`src/rtl/lc3_bus_pkg.sv`:
```
// Shared definitions for the LC-3 datapath bus gate scheduler:
// bus source indices, the source id type, the scheduler state encoding
// and a one-hot helper.
package lc3_bus_pkg;

   typedef logic [1:0] src_id_t;

   localparam src_id_t SRC_MARMUX = 2'd0;
   localparam src_id_t SRC_PC     = 2'd1;
   localparam src_id_t SRC_ALU    = 2'd2;
   localparam src_id_t SRC_MDR    = 2'd3;

   typedef enum logic [1:0] {
      IDLE  = 2'd0,
      GRANT = 2'd1,
      DEAD  = 2'd2
   } state_t;

   // Gate enable vector with only the given source's bit set.
   function automatic logic [3:0] src_onehot(input src_id_t id);
      src_onehot = 4'b0001 << id;
   endfunction

endpackage

```
`src/rtl/bus_gate_arbiter_rr_pick4.sv`:
```
// Four-way round-robin picker. Searches elig starting at the entry just
// after ptr and wrapping, so ptr itself is examined last. Purely
// combinational; idx is only meaningful when found is high.
module rr_pick4
   import lc3_bus_pkg::*;
(
   input  logic [3:0] elig,
   input  src_id_t    ptr,
   output logic       found,
   output src_id_t    idx
);

   src_id_t cand;

   // First eligible entry at ptr+1, ptr+2, ptr+3, ptr (mod 4).
   always_comb begin
      found = 1'b0;
      idx   = ptr;
      cand  = ptr;
      for (int k = 1; k <= 4; k++) begin
         cand = ptr + 2'(k);
         if (!found && elig[cand]) begin
            found = 1'b1;
            idx   = cand;
         end
      end
   end

endmodule

```
`src/rtl/bus_gate_arbiter.sv`:
```
// Registered round-robin scheduler for the four tri-state gate enables
// driving the shared 16-bit datapath bus. At most one enable is high in
// any cycle, owners are separated by DEAD_CYCLES all-low cycles, and an
// owner still requesting after MAX_HOLD cycles is cut off, reported on
// timeout_pulse/timeout_id, and masked until it drops its request.
//
// Handshake: req[i] is a level request held high while source i needs the
// bus; the matching enable is the grant. A source releases the bus by
// dropping req; its enable falls in the following cycle. A request that
// drops before it is granted is forgotten (no queueing).
module bus_gate_arbiter
   import lc3_bus_pkg::*;
#(
   parameter int unsigned MAX_HOLD    = 8,
   parameter int unsigned DEAD_CYCLES = 1
) (
   input  logic       clk,
   input  logic       reset,
   input  logic [3:0] req,
   output logic       enaMARM,
   output logic       enaPC,
   output logic       enaALU,
   output logic       enaMDR,
   output logic       gnt_valid,
   output logic [1:0] gnt_id,
   output logic       timeout_pulse,
   output logic [1:0] timeout_id
);

   localparam int unsigned HOLD_W = (MAX_HOLD == 0) ? 1 : $clog2(MAX_HOLD + 1);
   localparam bit TIMEOUT_EN = (MAX_HOLD != 0);
   localparam logic [HOLD_W-1:0] HOLD_LAST =
      (MAX_HOLD == 0) ? '0 : HOLD_W'(MAX_HOLD - 1);
   localparam logic [1:0] DEAD_LAST =
      (DEAD_CYCLES == 0) ? 2'd0 : 2'(DEAD_CYCLES - 1);

   state_t            state_q, state_d;
   src_id_t           rr_ptr_q, rr_ptr_d;
   src_id_t           owner_q, owner_d;
   logic [3:0]        mask_q, mask_d;
   logic [HOLD_W-1:0] hold_cnt_q, hold_cnt_d;
   logic [1:0]        dead_cnt_q, dead_cnt_d;

   logic [3:0]        en_q, en_d;
   logic              gnt_valid_q, gnt_valid_d;
   src_id_t           gnt_id_q, gnt_id_d;
   logic              timeout_pulse_q, timeout_pulse_d;
   src_id_t           timeout_id_q, timeout_id_d;

   logic              owner_req;
   logic              release_now;
   logic              timeout_now;
   logic [3:0]        elig;
   logic              pick_found;
   src_id_t           pick_idx;

   // Release/timeout decisions and the mask for the next cycle. Eligibility
   // uses the updated mask so a just-revoked owner cannot win the
   // arbitration that happens at its own release edge.
   always_comb begin
      owner_req   = req[owner_q];
      release_now = (state_q == GRANT) && !owner_req;
      timeout_now = TIMEOUT_EN && (state_q == GRANT) && owner_req &&
                    (hold_cnt_q == HOLD_LAST);
      mask_d = mask_q & req;
      if (timeout_now) begin
         mask_d[owner_q] = 1'b1;
      end
      elig = req & ~mask_d;
   end

   rr_pick4 u_pick (
      .elig  (elig),
      .ptr   (rr_ptr_q),
      .found (pick_found),
      .idx   (pick_idx)
   );

   // Scheduler state, pointer, owner, mask and counters.
   always_ff @(posedge clk or posedge reset) begin
      if (reset) begin
         state_q    <= IDLE;
         rr_ptr_q   <= SRC_MDR;
         owner_q    <= SRC_MARMUX;
         mask_q     <= 4'b0000;
         hold_cnt_q <= '0;
         dead_cnt_q <= 2'd0;
      end else begin
         state_q    <= state_d;
         rr_ptr_q   <= rr_ptr_d;
         owner_q    <= owner_d;
         mask_q     <= mask_d;
         hold_cnt_q <= hold_cnt_d;
         dead_cnt_q <= dead_cnt_d;
      end
   end

   // Next-state logic: arbitrate from IDLE, at the end of the dead gap, or
   // directly at a release edge when no dead gap is configured.
   always_comb begin
      state_d    = state_q;
      rr_ptr_d   = rr_ptr_q;
      owner_d    = owner_q;
      hold_cnt_d = hold_cnt_q;
      dead_cnt_d = dead_cnt_q;
      unique case (state_q)
         IDLE: begin
            if (pick_found) begin
               state_d    = GRANT;
               rr_ptr_d   = pick_idx;
               owner_d    = pick_idx;
               hold_cnt_d = '0;
            end
         end
         GRANT: begin
            if (release_now || timeout_now) begin
               if (DEAD_CYCLES == 0) begin
                  if (pick_found) begin
                     state_d    = GRANT;
                     rr_ptr_d   = pick_idx;
                     owner_d    = pick_idx;
                     hold_cnt_d = '0;
                  end else begin
                     state_d = IDLE;
                  end
               end else begin
                  state_d    = DEAD;
                  dead_cnt_d = 2'd0;
               end
            end else if (hold_cnt_q != '1) begin
               hold_cnt_d = hold_cnt_q + HOLD_W'(1);
            end
         end
         DEAD: begin
            if (dead_cnt_q == DEAD_LAST) begin
               if (pick_found) begin
                  state_d    = GRANT;
                  rr_ptr_d   = pick_idx;
                  owner_d    = pick_idx;
                  hold_cnt_d = '0;
               end else begin
                  state_d = IDLE;
               end
            end else begin
               dead_cnt_d = dead_cnt_q + 2'd1;
            end
         end
         default: begin
            state_d = IDLE;
         end
      endcase
   end

   // Next output values; every output is a flop so req never reaches an
   // enable combinationally, and the enable vector is built from a single
   // owner index so it is always one-hot or zero.
   always_comb begin
      en_d        = 4'b0000;
      gnt_valid_d = 1'b0;
      gnt_id_d    = SRC_MARMUX;
      if (state_d == GRANT) begin
         en_d        = src_onehot(owner_d);
         gnt_valid_d = 1'b1;
         gnt_id_d    = owner_d;
      end
      timeout_pulse_d = timeout_now;
      timeout_id_d    = timeout_now ? owner_q : SRC_MARMUX;
   end

   // Output registers.
   always_ff @(posedge clk or posedge reset) begin
      if (reset) begin
         en_q            <= 4'b0000;
         gnt_valid_q     <= 1'b0;
         gnt_id_q        <= SRC_MARMUX;
         timeout_pulse_q <= 1'b0;
         timeout_id_q    <= SRC_MARMUX;
      end else begin
         en_q            <= en_d;
         gnt_valid_q     <= gnt_valid_d;
         gnt_id_q        <= gnt_id_d;
         timeout_pulse_q <= timeout_pulse_d;
         timeout_id_q    <= timeout_id_d;
      end
   end

   assign enaMARM       = en_q[SRC_MARMUX];
   assign enaPC         = en_q[SRC_PC];
   assign enaALU        = en_q[SRC_ALU];
   assign enaMDR        = en_q[SRC_MDR];
   assign gnt_valid     = gnt_valid_q;
   assign gnt_id        = gnt_id_q;
   assign timeout_pulse = timeout_pulse_q;
   assign timeout_id    = timeout_id_q;

endmodule
```
`config.mk`:
```
export PLATFORM = sky130hd
export DESIGN_NAME = bus_gate_arbiter
export DESIGN_NICKNAME = d
export VERILOG_FILES = /design/src/rtl/lc3_bus_pkg.sv /design/src/rtl/bus_gate_arbiter_rr_pick4.sv /design/src/rtl/bus_gate_arbiter.sv
export SDC_FILE = /design/constraint.sdc
export NUM_CORES = 1
export LEC_CHECK = 0
export ABC_AREA = 1
export CAP_MARGIN = 20
export CORE_ASPECT_RATIO = 0.7
export CORE_MARGIN = 3
export CORE_UTILIZATION = 55
export DETAILED_ROUTE_END_ITERATION = 8
export PLACE_DENSITY = 0.77
export SLEW_MARGIN = 25
export SYNTH_ARGS = -nofsm -noshare
export SYNTH_HDL_FRONTEND = slang
export SYNTH_SLANG_ARGS = --single-unit
```
`constraint.sdc`:
```
create_clock -name clk -period 6.35 [get_ports clk]
set_clock_uncertainty 0.05 [all_clocks]
set_input_delay 1.905 -clock clk [delete_from_list [all_inputs] [get_ports clk]]
set_output_delay 1.905 -clock clk [all_outputs]
set_load 0.01 [all_outputs]
```
== Word-level counts from Yosys, hierarchy flattened ==
Cells that the tools add are included.
W data, S select, Z words.

* Register bits: 26
* Latch bits: 0
* Bits in writable memories: 0
* Memory bits (read-only): 0
* Bits of input ports: 6
* Output and inout port bits: 10
* Word-level logic and storage cells: 101
* Memories: 0

* Add/subtract/negate cells: 5
* $mul: 0
* Divide/modulo/power cells: 0
* Magnitude comparators: 6
* Eq/ne operators: 10
* Shifts and indexed selects: 1
* Multiplexer cells: 44
* Bitwise operators: 4
* Reductions and logical operators: 20

{| class="wikitable"
|+ Operator list
! cell !! count
|-
| $mux W2 || 15
|-
| $mux W4 || 6
|-
| $lt A2 B3 Y1 const B || 5
|-
| $mux W1 || 12
|-
| $pmux W2 S2 || 3
|-
| $pmux W4 S3 || 1
|-
| $bmux W1 S2 || 5
|-
| $and A4 B4 Y4 || 2
|-
| $logic_and A1 B1 Y1 || 7
|-
| $ne A2 B2 Y1 const B || 3
|-
| $pmux W2 S3 || 1
|-
| $add A2 B1 Y2 const B || 2
|-
| $add A2 B2 Y2 const B || 2
|-
| $add A4 B1 Y4 const B || 1
|-
| $eq A2 B1 Y1 const B || 2
|-
| $eq A4 B3 Y1 const B || 1
|-
| $logic_not A1 Y1 || 4
|-
| $logic_not A2 Y1 || 2
|-
| $ne A2 B1 Y1 const B || 2
|-
| $ne A4 B4 Y1 const B || 1
|-
| $not A4 Y4 || 1
|-
| $or A4 B4 Y4 || 1
|-
| $reduce_and A4 Y1 || 1
|-
| $reduce_bool A2 Y1 || 2
|-
| 8 further kinds || 8
|}

== Longest topological paths before layout ==
* Word-level depth: 25
* Depth in mapped cells: 19
* Gate-level depth less buffers: 19

== Modules after synthesis ==
A second synthesis with hierarchy kept.

* Cells, all modules: 206
* Area total of the unflattened synthesis: 1609.0 sq um

{| class="wikitable"
|+ Modules (own cells, without submodules)
! module !! times used !! cells each !! area an instance (sq um) !! sequential area each (sq um)
|-
| bus_gate_arbiter || 1 || 160 || 1377.6 || 653.1
|-
| rr_pick4 || 1 || 46 || 231.5 || 0.0
|}

== Worst setup path after synthesis ==
No wires, ideal clock.

* Kind: in2reg
* Start point: input port req[3]
* End point: register en_q[3]
* Setup time: 114 ps
* Arrival time: 3194 ps
* Data required time: 6186 ps
* Setup slack: 2991 ps
* Stages on the path: 15
* Path buffers: 0
* Cell sequence: nand2_1 -> nand2_1 -> nand2_2 -> nand2_4 -> nand3_2 -> nand4_1 -> nand2_2 -> o21ai_4 -> nand2_4 -> nor2_8 -> a21oi_1 -> nand2_1 -> nand2_4 -> nand2_2 -> nor2_1

* Cells in the longest elaborated chain, start to end: 24
* Elaborated cells between the ends (all ways): 45
* Those cells by class: eq/ne (1); shift (1); mux (28); bitwise (4); reduce/logical (11)

{| class="wikitable"
|+ Ends and longest elaborated chain
! item !! RTL line !! RTL
|-
| start: declaration || bus_gate_arbiter.sv:19 || <nowiki>input logic [3:0] req,</nowiki>
|-
| $bmux W1 S2 || bus_gate_arbiter.sv:61 || <nowiki>owner_req = req[owner_q];</nowiki>
|-
| $mux W1 (implied by the code) || bus_gate_arbiter.sv:61 ||
|-
| $logic_and A1 B1 Y1 (2 in series) || bus_gate_arbiter.sv:63 || <nowiki>timeout_now = TIMEOUT_EN && (state_q == GRANT) && owner_req &&</nowiki>
|-
| $mux W4 || bus_gate_arbiter.sv:66 || <nowiki>if (timeout_now) begin</nowiki>
|-
| $not A4 Y4 || bus_gate_arbiter.sv:69 || <nowiki>elig = req & ~mask_d;</nowiki>
|-
| $and A4 B4 Y4 * || bus_gate_arbiter.sv:69 ||
|-
| $bmux W1 S2 || bus_gate_arbiter_rr_pick4.sv:22 || <nowiki>if (!found && elig[cand]) begin</nowiki>
|-
| $mux W1 (implied by the code) || bus_gate_arbiter_rr_pick4.sv:22 ||
|-
| [9 not listed] || - ||
|-
| $mux W2 / $mux W1 (equally long branches) || bus_gate_arbiter_rr_pick4.sv:22 ||
|-
| $mux W2 * || bus_gate_arbiter.sv:108, bus_gate_arbiter.sv:136 ||
|-
| $mux W2 || bus_gate_arbiter.sv:135 || <nowiki>if (dead_cnt_q == DEAD_LAST) begin</nowiki>
|-
| $pmux W2 S2 * || bus_gate_arbiter.sv:106 || <nowiki>unique case (state_q)</nowiki>
|-
| via owner_d[1] || bus_gate_arbiter.sv:39 || <nowiki>src_id_t owner_q, owner_d;</nowiki>
|-
| $shl A1 B2 Y4 * || lc3_bus_pkg.sv:21 || <nowiki>src_onehot = 4'b0001 << id;</nowiki>
|-
| $mux W4 * || bus_gate_arbiter.sv:161 || <nowiki>if (state_d == GRANT) begin</nowiki>
|-
| via en_d[3] || bus_gate_arbiter.sv:44 || <nowiki>logic [3:0] en_q, en_d;</nowiki>
|-
| end signal: assignment || bus_gate_arbiter.sv:179 || <nowiki>en_q <= en_d;</nowiki>
|-
| end: declaration || bus_gate_arbiter.sv:44 ||
|}

The timed path passes the listed nets; every way through them passes the cells marked *. The select of a mux whose other input is x is not followed.
A chain may end at the register's enable or synchronous reset.

== Final worst setup path ==
* Start point: input port req[2]
* End point: register gnt_id_q[1] (netlist: gnt_id[1])

* Elaborated cells between the ends (all ways): 44
* Those cells by class: eq/ne (1); mux (28); bitwise (4); reduce/logical (11)

{| class="wikitable"
|+ RTL lines
! item !! RTL line !! RTL
|-
| $bmux W1 S2 || bus_gate_arbiter.sv:61 ||
|-
| $mux W1 (implied by the code) || bus_gate_arbiter.sv:61 ||
|-
| $logic_and A1 B1 Y1 (2 in series) || bus_gate_arbiter.sv:63 ||
|-
| $mux W4 || bus_gate_arbiter.sv:66 ||
|-
| $not A4 Y4 || bus_gate_arbiter.sv:69 ||
|-
| $and A4 B4 Y4 * || bus_gate_arbiter.sv:69 ||
|-
| $bmux W1 S2 || bus_gate_arbiter_rr_pick4.sv:22 ||
|-
| $mux W1 (implied by the code) || bus_gate_arbiter_rr_pick4.sv:22 ||
|-
| [8 not listed] || - ||
|-
| $logic_and A1 B1 Y1 || bus_gate_arbiter_rr_pick4.sv:22 ||
|-
| $mux W2 / $mux W1 (equally long branches) || bus_gate_arbiter_rr_pick4.sv:22 ||
|-
| $mux W2 * || bus_gate_arbiter.sv:108, bus_gate_arbiter.sv:136 ||
|-
| $mux W2 || bus_gate_arbiter.sv:135 ||
|-
| $pmux W2 S2 * || bus_gate_arbiter.sv:106 ||
|-
| via owner_d[1] || bus_gate_arbiter.sv:39 ||
|-
| $mux W2 * || bus_gate_arbiter.sv:161 ||
|-
| via gnt_id_d[1] || bus_gate_arbiter.sv:46 || <nowiki>src_id_t gnt_id_q, gnt_id_d;</nowiki>
|-
| end signal: assignment || bus_gate_arbiter.sv:181 || <nowiki>gnt_id_q <= gnt_id_d;</nowiki>
|-
| end: declaration || bus_gate_arbiter.sv:46 ||
|}

Marks and branches as above.

==> out/metrics.csv <==
metric,value,unit
relative slew slack,0.6443,
Worst Setup End Kind,flip-flop,
1st-pass router iterations,4,
H-tree levels,1,
Initial Util,0.5854,
Max Buffers Root-to-Sink,2,
Area contributors post-synth,"dfrtp_1 (36%), nand2_1 (12%), inv_1 (6.8%), nand3_2 (6.6%), ha_1 (4.5%)",
postcts setup bufs,0,
top post-synthesis cells by count,"nand2_1 (51), inv_1 (30), dfrtp_1 (24)",
Clock Latency Late Sink,0.27,ns
largest net degree at the start of global routing,27,
Finished Cell Area,0.001892,mm²
Final Critical Period,3.845,ns
port bufs,15,
Mean Syn Cell Area,8.198,µm²
f_max,260.1,MHz
Max Slew Vio Count,0,
Routed wire per std cell,12.40,µm
Die ar.,0.003732,mm²
HP Class,reg2reg,
RSZ-0062 raised after global routing,false,
vias in the first global route,1282,
gr ovfl total,0,
Post-synth EDFFs,0,
peak supply drop,0.0003282,V
MaxCap Viol Count,0,
post-route ant nets,0,
clk slew on worst S/H paths,0.09,ns
Worst-Margin Slew,0.5328,ns
DRC Markers,0,
Iteration-0 DRC Markers,89,
All-Layer GR Usage,0.1945,
# hold bufs at CTS,0,
Core ar.,0.002843,mm²
routability cong.,0.8481,
reg2reg start,state_q[1],
power per cell area,525.3,mW/mm²
area share of the largest cell type after synthesis,0.3609,
Mapped Area,0.001664,mm²
reg2reg path depth,15,
Hold WS,0.4469,ns
Synth cell types,29,
Finished Layout Cells,256,
CTS Sinks,26,
final setup violation count,0,
Die Ht,52.02,µm
Hold Path Stages,2,
post-synthesis async set-or-reset flop share,1.000,
# rows,16,
vias per inst,5.211,
Leak,0.9930,nW
min-delay src,mask_q[3],
most frequent cell after synthesis,nand2_1,
antenna fix cells,0,
final hold vios,0,
HPWL Detailed,2.528,mm
# fillers,239,
worst stage delay on the critical path,0.54,ns
CTS tree,done,
R2R setup slack,3.92,ns
final net count,233,
synthesized flop and latch total,26,
share of layout cells above drive strength 1,0.1955,
Hold EP,mask_q[3],
CP Class,in2reg,
CP max-delay cell,clkdlybuf4s50_1,
Reg area,653.1,µm²
Boundary Pins,16,
Syn Inst Count,203,
Placed Cells,252,
period utilization,0.6055,
setup_tns,0,ns
Yosys top cell by area,dfrtp_1,
"Cell Area, Placed",0.001847,mm²
critical path's top delay family,simple AND/OR/NAND/NOR gates,
WP data required,6.46,ns
vias,1334,
width of the die,71.75,µm
first-pass GRT wire length,5.637,mm
Syn Nets,215,
worst path bufs/invs,2,
cts repair resizes,0,
initial antenna violation count,0,
critical path cell sequence,"clkdlybuf4s50_1, nand2_1, nand2_1, nand2_2, nand2_4, nand3_2, nand4_1, nand2_2, o21ai_4, nand2_4, nor2_8, a21oi_1, nand2_1, nand2_4, nand2_2, inv_1",
outcome,completed,
Clock Tree Root,clkbuf_8,
clock buffer count from CTS,3,
crit path DAT,3.96,ns
yosys warns,0,
Area Overhead vs Synth,13.68,%
r2r endpoint,gnt_id[1],
register area share after synthesis,0.3925,
Main synth FF type,dfrtp_1,
footprint of the multi-input gates,867.1,µm²
CP startpoint kind,input pin,
drt total wl,3.174,mm
Max Fanout on Critical Path,6,
==> through the flow <==
| step | power (mW) | setup slack [ns] | util |
|---|---|---|---|
| 2_1_floorplan | 0.7759 | 2.991 | - |
| 3_3_place_gp | 0.8771 | 2.283 | 0.6496 |
| 3_5_place_dp | 0.9012 | 2.252 | 0.6496 |
| 4_1_cts | 0.9981 | 2.527 | 0.6655 |
| 5_1_grt | 1.093 | 2.310 | 0.6655 |
| 6_report | 0.9938 | 2.505 | 0.6655 |
==> registers in the layout, indices dropped and copies added, names as in the netlist, 2 cells and up <==
name / count
dead_cnt_q: 2
state_q: 2
rr_ptr_q: 2
timeout_id: 2
en_q: 4
owner_q: 2
gnt_id: 2
hold_cnt_q: 4
mask_q: 4
==> cell usage in the layout, fill, tap and decap left out <==
cell type | Yosys | layout
nand2_1 | 51 | 51
inv_1 | 30 | 29
dfrtp_1 | 24 | 24
nor2_1 | 18 | 18
clkdlybuf4s50_1 | 0 | 15
nand3_2 | 11 | 11
nand3_1 | 11 | 11
inv_2 | 5 | 6
nand2_2 | 6 | 6
nand4_1 | 6 | 6
ha_1 | 6 | 6
o21ai_0 | 5 | 5
nand2_4 | 4 | 4
a21oi_1 | 3 | 3
clkbuf_8 | 0 | 3
nor2_8 | 2 | 2
nand4_2 | 2 | 2
o21ai_4 | 2 | 2
a31oi_1 | 2 | 2
a21boi_2 | 2 | 2
nor2_2 | 2 | 2
dfstp_2 | 2 | 2
xnor2_2 | 1 | 1
o211ai_1 | 1 | 1
nor3_1 | 1 | 1
a22oi_1 | 1 | 1
o31ai_1 | 1 | 1
mux2i_1 | 1 | 1
xor2_1 | 1 | 1
clkbuf_1 | 0 | 1
==> logic make-up after synthesis <==
family | after synthesis | synth area share
simple gates | 114 | 0.3767
fa+ha+maj | 6 | 0.04511
buf+inv | 37 | 0.08647
flops | 26 | 0.3925
xor+xnor | 2 | 0.01504
mux | 1 | 0.006015
compound gates | 17 | 0.07819
==> metal layers <==
metal  wire length [µm]  global-route usage  vias to the layer above
li1                   -                   -                      681
met1               1502              0.2585                      624
met2               1441              0.3110                       27
met3                218             0.06950                        2
met4                 11             0.03125                        0
met5                  0                   0                        -
==> final cells by class <==
type                       count  share of cell area
inverter                      35             0.06944
timing repair buffer          15             0.07937
clock buffer                   4             0.02381
multi-input combinational    140              0.4583
sequential                    26              0.3452
tap                           36             0.02381
==> how the worst max path moves through the flow <==
stage           start   endpoint  depth (start not counted)
4_1_cts        req[1]  gnt_id[1]                         16
5_1_grt        req[1]    en_q[3]                         17
2_1_floorplan  req[3]    en_q[3]                         15
3_5_place_dp   req[1]  gnt_id[1]                         16
3_3_place_gp   req[1]    en_q[2]                         16
6_report       req[2]  gnt_id[1]                         16
==> report_power, final <==
group | switching (mW) | internal (mW)
clock network | 0.0493 | 0.0449
logic | 0.406 | 0.225
registers | 0.0506 | 0.219
total | 0.506 | 0.488
==> worst register-to-register path, stage by stage (launching register included) <==
cell and delay [ns]:
dfrtp_1 0.42, inv_1 0.11, ha_1 0.25, inv_2 0.13, nor2_8 0.17, nand3_2 0.11, nand4_1 0.12, nand2_2 0.10
o21ai_4 0.23, nand2_4 0.10, nor2_8 0.15, a21oi_1 0.08, nand2_1 0.11, nand2_4 0.08, nand2_2 0.07, inv_1 0.04
Note: power is estimated with default switching activity, not from simulation.
